File: config.mk
export PLATFORM = sky130hd
export DESIGN_NAME = alu_issue_stage
export DESIGN_NICKNAME = d
export VERILOG_FILES = /design/src/rtl/alu_issue_stage.sv
export SDC_FILE = /design/constraint.sdc
export NUM_CORES = 1
export LEC_CHECK = 0
export ABC_CLOCK_PERIOD_IN_PS = 8090
export BUFFER_PORTS_ARGS = -buffer_cell sky130_fd_sc_hd__buf_2
export CAP_MARGIN = 20
export CORE_MARGIN = 3
export CORE_UTILIZATION = 49
export CTS_CLUSTER_SIZE = 12
export DETAILED_ROUTE_END_ITERATION = 10
export MAX_ROUTING_LAYER = met4
export PLACE_DENSITY = 0.85
export SLEW_MARGIN = 20
export SYNTH_ARGS = -nofsm -noshare
export SYNTH_HDL_FRONTEND = slang
export SYNTH_SLANG_ARGS = --single-unit
File: constraint.sdc
create_clock -name clk -period 8.09 [get_ports clk]
set_input_delay 1.2135 -clock clk [delete_from_list [all_inputs] [get_ports clk]]
set_output_delay 1.2135 -clock clk [all_outputs]
set_load 0.05 [all_outputs]
File: src/rtl/alu_issue_stage.sv
// Execute-stage issuer/collector: decodes ALU control into an EX register that drives the
// external combinational ALU, then captures its result into an EX/MEM register.
module alu_issue_stage #(
  parameter int DATA_WIDTH    = 32,
  parameter int OPCODE_LENGTH = 4,
  parameter int REG_ADDR_W    = 5
) (
  input  logic                     clk,
  input  logic                     reset,
  input  logic                     flush,
  input  logic                     in_valid,
  output logic                     in_ready,
  input  logic [1:0]               in_alu_op,
  input  logic [2:0]               in_funct3,
  input  logic                     in_funct7b5,
  input  logic                     in_is_rtype,
  input  logic [DATA_WIDTH-1:0]    in_rs1_data,
  input  logic [DATA_WIDTH-1:0]    in_rs2_data,
  input  logic [DATA_WIDTH-1:0]    in_imm,
  input  logic [REG_ADDR_W-1:0]    in_rd,
  output logic [DATA_WIDTH-1:0]    alu_srca,
  output logic [DATA_WIDTH-1:0]    alu_srcb,
  output logic [OPCODE_LENGTH-1:0] alu_operation,
  input  logic [DATA_WIDTH-1:0]    alu_result,
  output logic                     out_valid,
  input  logic                     out_ready,
  output logic [DATA_WIDTH-1:0]    out_result,
  output logic [REG_ADDR_W-1:0]    out_rd,
  output logic                     out_is_branch,
  output logic                     out_branch_taken
);

  localparam logic [OPCODE_LENGTH-1:0] OP_AND  = OPCODE_LENGTH'(4'b0000);
  localparam logic [OPCODE_LENGTH-1:0] OP_SUB  = OPCODE_LENGTH'(4'b0001);
  localparam logic [OPCODE_LENGTH-1:0] OP_ADD  = OPCODE_LENGTH'(4'b0010);
  localparam logic [OPCODE_LENGTH-1:0] OP_NE   = OPCODE_LENGTH'(4'b0011);
  localparam logic [OPCODE_LENGTH-1:0] OP_OR   = OPCODE_LENGTH'(4'b0100);
  localparam logic [OPCODE_LENGTH-1:0] OP_XOR  = OPCODE_LENGTH'(4'b0101);
  localparam logic [OPCODE_LENGTH-1:0] OP_GE   = OPCODE_LENGTH'(4'b0110);
  localparam logic [OPCODE_LENGTH-1:0] OP_LT   = OPCODE_LENGTH'(4'b0111);
  localparam logic [OPCODE_LENGTH-1:0] OP_EQ   = OPCODE_LENGTH'(4'b1000);
  localparam logic [OPCODE_LENGTH-1:0] OP_NONE = '1;

  // S1 (EX) registers
  logic                     v1_q, v1_d;
  logic [DATA_WIDTH-1:0]    srca_q, srca_d;
  logic [DATA_WIDTH-1:0]    srcb_q, srcb_d;
  logic [OPCODE_LENGTH-1:0] op_q, op_d;
  logic [REG_ADDR_W-1:0]    rd1_q, rd1_d;
  logic                     br1_q, br1_d;
  // S2 (EX/MEM) registers
  logic                     v2_q, v2_d;
  logic [DATA_WIDTH-1:0]    res_q, res_d;
  logic [REG_ADDR_W-1:0]    rd2_q, rd2_d;
  logic                     br2_q, br2_d;

  logic                     adv1, adv2, s2_free, accept;
  logic [OPCODE_LENGTH-1:0] dec_op;
  logic [DATA_WIDTH-1:0]    dec_srcb;
  logic                     dec_br;

  assign adv2     = v2_q & out_ready;
  assign s2_free  = ~v2_q | out_ready;
  assign adv1     = v1_q & s2_free;
  assign in_ready = ~v1_q | s2_free;
  assign accept   = in_valid & in_ready;

  always_comb begin
    dec_op   = OP_NONE;
    dec_srcb = in_imm;
    dec_br   = 1'b0;
    case (in_alu_op)
      2'b00: dec_op = OP_ADD;
      2'b01: begin
        dec_br   = 1'b1;
        dec_srcb = in_rs2_data;
        case (in_funct3)
          3'b000:  dec_op = OP_EQ;
          3'b001:  dec_op = OP_NE;
          3'b100:  dec_op = OP_LT;
          3'b101:  dec_op = OP_GE;
          default: dec_op = OP_NONE;
        endcase
      end
      2'b10: begin
        dec_srcb = in_is_rtype ? in_rs2_data : in_imm;
        case (in_funct3)
          3'b000:  dec_op = (in_is_rtype & in_funct7b5) ? OP_SUB : OP_ADD;
          3'b111:  dec_op = OP_AND;
          3'b110:  dec_op = OP_OR;
          3'b100:  dec_op = OP_XOR;
          default: dec_op = OP_NONE;
        endcase
      end
      default: dec_op = OP_NONE;
    endcase
  end

  always_comb begin
    v1_d   = v1_q;
    srca_d = srca_q;
    srcb_d = srcb_q;
    op_d   = op_q;
    rd1_d  = rd1_q;
    br1_d  = br1_q;
    v2_d   = v2_q;
    res_d  = res_q;
    rd2_d  = rd2_q;
    br2_d  = br2_q;
    if (flush) begin
      // flush overrides both accept and advance; data regs keep stale values
      v1_d = 1'b0;
      v2_d = 1'b0;
      op_d = OP_NONE;
    end else begin
      if (accept) begin
        v1_d   = 1'b1;
        srca_d = in_rs1_data;
        srcb_d = dec_srcb;
        op_d   = dec_op;
        rd1_d  = in_rd;
        br1_d  = dec_br;
      end else if (adv1) begin
        v1_d = 1'b0;
      end
      if (adv1) begin
        v2_d  = 1'b1;
        res_d = alu_result;
        rd2_d = rd1_q;
        br2_d = br1_q;
      end else if (adv2) begin
        v2_d = 1'b0;
      end
    end
  end

  always_ff @(posedge clk or posedge reset) begin
    if (reset) begin
      v1_q   <= 1'b0;
      srca_q <= '0;
      srcb_q <= '0;
      op_q   <= OP_NONE;
      rd1_q  <= '0;
      br1_q  <= 1'b0;
      v2_q   <= 1'b0;
      res_q  <= '0;
      rd2_q  <= '0;
      br2_q  <= 1'b0;
    end else begin
      v1_q   <= v1_d;
      srca_q <= srca_d;
      srcb_q <= srcb_d;
      op_q   <= op_d;
      rd1_q  <= rd1_d;
      br1_q  <= br1_d;
      v2_q   <= v2_d;
      res_q  <= res_d;
      rd2_q  <= rd2_d;
      br2_q  <= br2_d;
    end
  end

  assign alu_srca         = srca_q;
  assign alu_srcb         = srcb_q;
  assign alu_operation    = op_q;
  assign out_valid        = v2_q;
  assign out_result       = res_q;
  assign out_rd           = rd2_q;
  assign out_is_branch    = br2_q;
  assign out_branch_taken = br2_q & res_q[0];

endmodule

==> metrics.md <==
| Metric | Value |
|---|---|
| #FFs+latches synth | `114` |
| Total grt overflow | `0` |
| Share of layout cells above drive strength 1 | `a little under three fifths` |
| Initial Util | `50.93%` |
| Sink Count | `about 110` |
| Tcrit/Tclk final | `about 44%` |
| Largest net degree at the start of global routing | `82` |
| CTS buffer count | `17` |
| Crit path launch type | `input port` |
| PD cells | `313.0 nW/um^2` |
| Worst Path Arrival | `2.38 ns` |
| Worst hold slack | `0.4716 ns` |
| Resized cells post-CTS | `0` |
| Status | `completed` |
| F_max | `approximately 280 MHz` |
| Clock Skew | `0.01438 ns` |
| Synthesis-to-layout area growth | `37.66%` |
| Initial DRC count | `353` |
| Synth top area share | `approximately 55%` |
| # DRC | `0` |
| Async SR Flop Fraction | `100.0%` |
| Initial antenna violation count | `1` |
| Sum Neg Setup Slack | `0 ns` |
| Pwr Total | `2.165 mW` |
| DR vias | `roughly 4,300` |
| Total routed wirelength | `14,650 um` |
| Skew-Pair Late Insertion Delay | `~0.52 ns` |
| Slew headroom | `28.99%` |
| GRT Total Usage | `26.13%` |
| VDD IR max | `between 0.1 and 0.15 mV` |
| Placed Cells | `around 760` |
| Max_cap viols | `0` |
| Worst-Margin Slew | `around 1.1 ns` |
| Setup WS pre-CTS | `approximately 4.3 ns` |
| CP endpoint kind | `output port` |
| Die area | `approximately 12,000 um^2` |
| Syn. warnings | `0` |
| Final HPWL DP | `between 10,000 and 15,000 um` |
| Synth Cell Area | `approximately 5000 um^2` |
| DRT Pass-1 Iters | `5` |
| H-tree levels | `4` |
| Nets | `790` |
| Vias in the first global route | `4,319` |
| RSZ-0062 raised after global routing | `false` |
| Post-CTS Repair Setup Buffers | `0` |
| Post-synthesis sequential area ratio | `56.89%` |
| Final WS setup | `4.500 ns` |
| Synth area leaders | `dfrtp_1 55%, mux2_4 10%, mux2_2 9.2%, a31oi_1 4.1%, o21ai_0 3.5%` |
| Core footprint | `about 10000 um^2` |
| Die Width | `107.3 um` |
| Setup violations, final | `0` |
| Post-Synthesis Cells | `~400` |
| Syn Area/Cell | `roughly 13 um^2` |
| DIE HEIGHT | `107.3 um` |
| Post-Syn Nets | `about 550` |
| CTS max path bufs | `2` |
| Worst Setup Path Type | `in2out` |
| Hold Violations, Final | `0` |
| Row count | `36` |
| Top_reg_cell synth | `dfrtp_1` |
| Clock transition at the registers of the reported paths | `0.06 ns` |
| Fin crit period | `approximately 3.6 ns` |
| Leading area contributor after synthesis | `dfrtp_1` |
| TritonCTS clock tree | `yes` |
| Worst EP required | `~6.9 ns` |
| Max Transition Viols Final | `0` |
| # hold bufs at CTS | `0` |
| Routed Antenna Nets | `0` |
| Port Buffer Count | `253` |
| Routability cong. | `0.8732` |
| Synth top cells by count | `110 x dfrtp_1, 41 x mux2_2, 35 x mux2_4, 35 x o21ai_0` |
| Worst Hold Class | `reg2reg` |
| Root Driver | `clkbuf_8` |
| Num ports | `about 250` |
| Count leader, synth | `dfrtp_1` |
| Fin cells | `788` |
| Leakage power | `between 3 and 4 nW` |
| Via density | `around 5.4` |
| Critical Path Fanout Max | `36` |
| First-pass GRT wire length | `approximately 23,000 um` |
| Netlist cell types | `32` |
| WL per Instance | `about 19 um` |
| Post-synth EDFFs | `0` |
[power by group]
| part | internal (mW) | total (mW) | leakage, nW | switching (mW) |
|---|---|---|---|---|
| Combinational | 0.188 | 0.680 | 1.74 | 0.492 |
| Sequential | 0.671 | 0.728 | 1.33 | 0.0570 |
| Clock | 0.481 | 0.756 | 0.288 | 0.276 |
| Total | 1.34 | 2.16 | 3.36 | 0.825 |
[metal layers]
| layer | share of wire, % | global-route usage, % |
|---|---|---|
| met5 | 0 | - |
| met4 | 2.9 | 11.23 |
| met3 | 8.9 | 7.199 |
| met2 | 51 | 43.12 |
| met1 | 37 | 30.05 |
[worst max-delay path: stages]
cell     delay [ns]
buf_2          0.09
and3b_1        0.21
inv_2          0.47
buf_2          0.38
[per-stage QoR]
| step | util (%) | area [um^2] |
|---|---|---|
| after floorplan | - | 5024 |
| after global placement | 63.89 | 6302 |
| after detailed placement | 63.89 | 6302 |
| after CTS | 70.04 | 6909 |
| after global routing | 70.10 | 6915 |
| final | 70.10 | 6915 |
[placed cells by master (no fill, tap or decap), types with 3 or more instances in the layout]
| cell type | n |
|---|---|
| clkinvlp_4 | 3 |
| clkinv_4 | 4 |
| nor2b_1 | 4 |
| ha_1 | 4 |
| o21ai_0 | 35 |
| inv_6 | 3 |
| inv_1 | 6 |
| clkbuf_16 | 16 |
| mux2_4 | 35 |
| dfstp_2 | 4 |
| buf_2 | 253 |
| dfrtp_1 | 110 |
| a21oi_1 | 33 |
| nor2_1 | 5 |
| a31oi_1 | 33 |
| bufinv_16 | 3 |
| nand3_1 | 32 |
| mux2_2 | 41 |
[path summary, 6_finish.rpt]
check	startpoint	endpoint	slack [ns]	cells after the start
hold reg to reg	alu_operation[3]	alu_operation[3]	0.47	2
setup reg to reg	out_valid	alu_srca[28]	5.50	4
min in group asynchronous	reset	out_result[9]	0.68	2
setup / recovery	out_ready	in_ready	4.50	4
hold / removal	alu_operation[3]	alu_operation[3]	0.47	2
max in group asynchronous	reset	alu_srcb[20]	6.34	3
[kinds of logic after synthesis]
family                   after synthesis  share of synthesized area, %
AO/OA/AOI/OAI                        110                         12.33
multiplexers                          76                         19.65
XOR/XNOR                               1                        0.1744
flip-flops                           114                         56.89
adder cells (fa/ha/maj)                4                        0.9963
buffers and inverters                 40                         4.408
AND/OR/NAND/NOR                       53                         5.554
[sequential cells by signal, summed over array words and instances (netlist names)]
| signal | flops |
|---|---|
| out_is_branch | 1 |
| alu_operation | 4 |
| alu_srcb | 32 |
| alu_srca | 32 |
| out_valid | 1 |
| out_result | 32 |
| rd1_q | 5 |
| br1_q | 1 |
| out_rd | 5 |
| v1_q | 1 |
[final cells by class]
class	instances	area (um^2)
antenna	1	2.502
clock buffer	18	427.9
clock inverter	14	178.9
fill	703	2949
inverter	8	32.53
multi-input combinational	244	1957
sequential	114	2858
tap	133	166.4
timing repair buffer	256	1292
No activity file was read; power rests on OpenSTA's default activity.
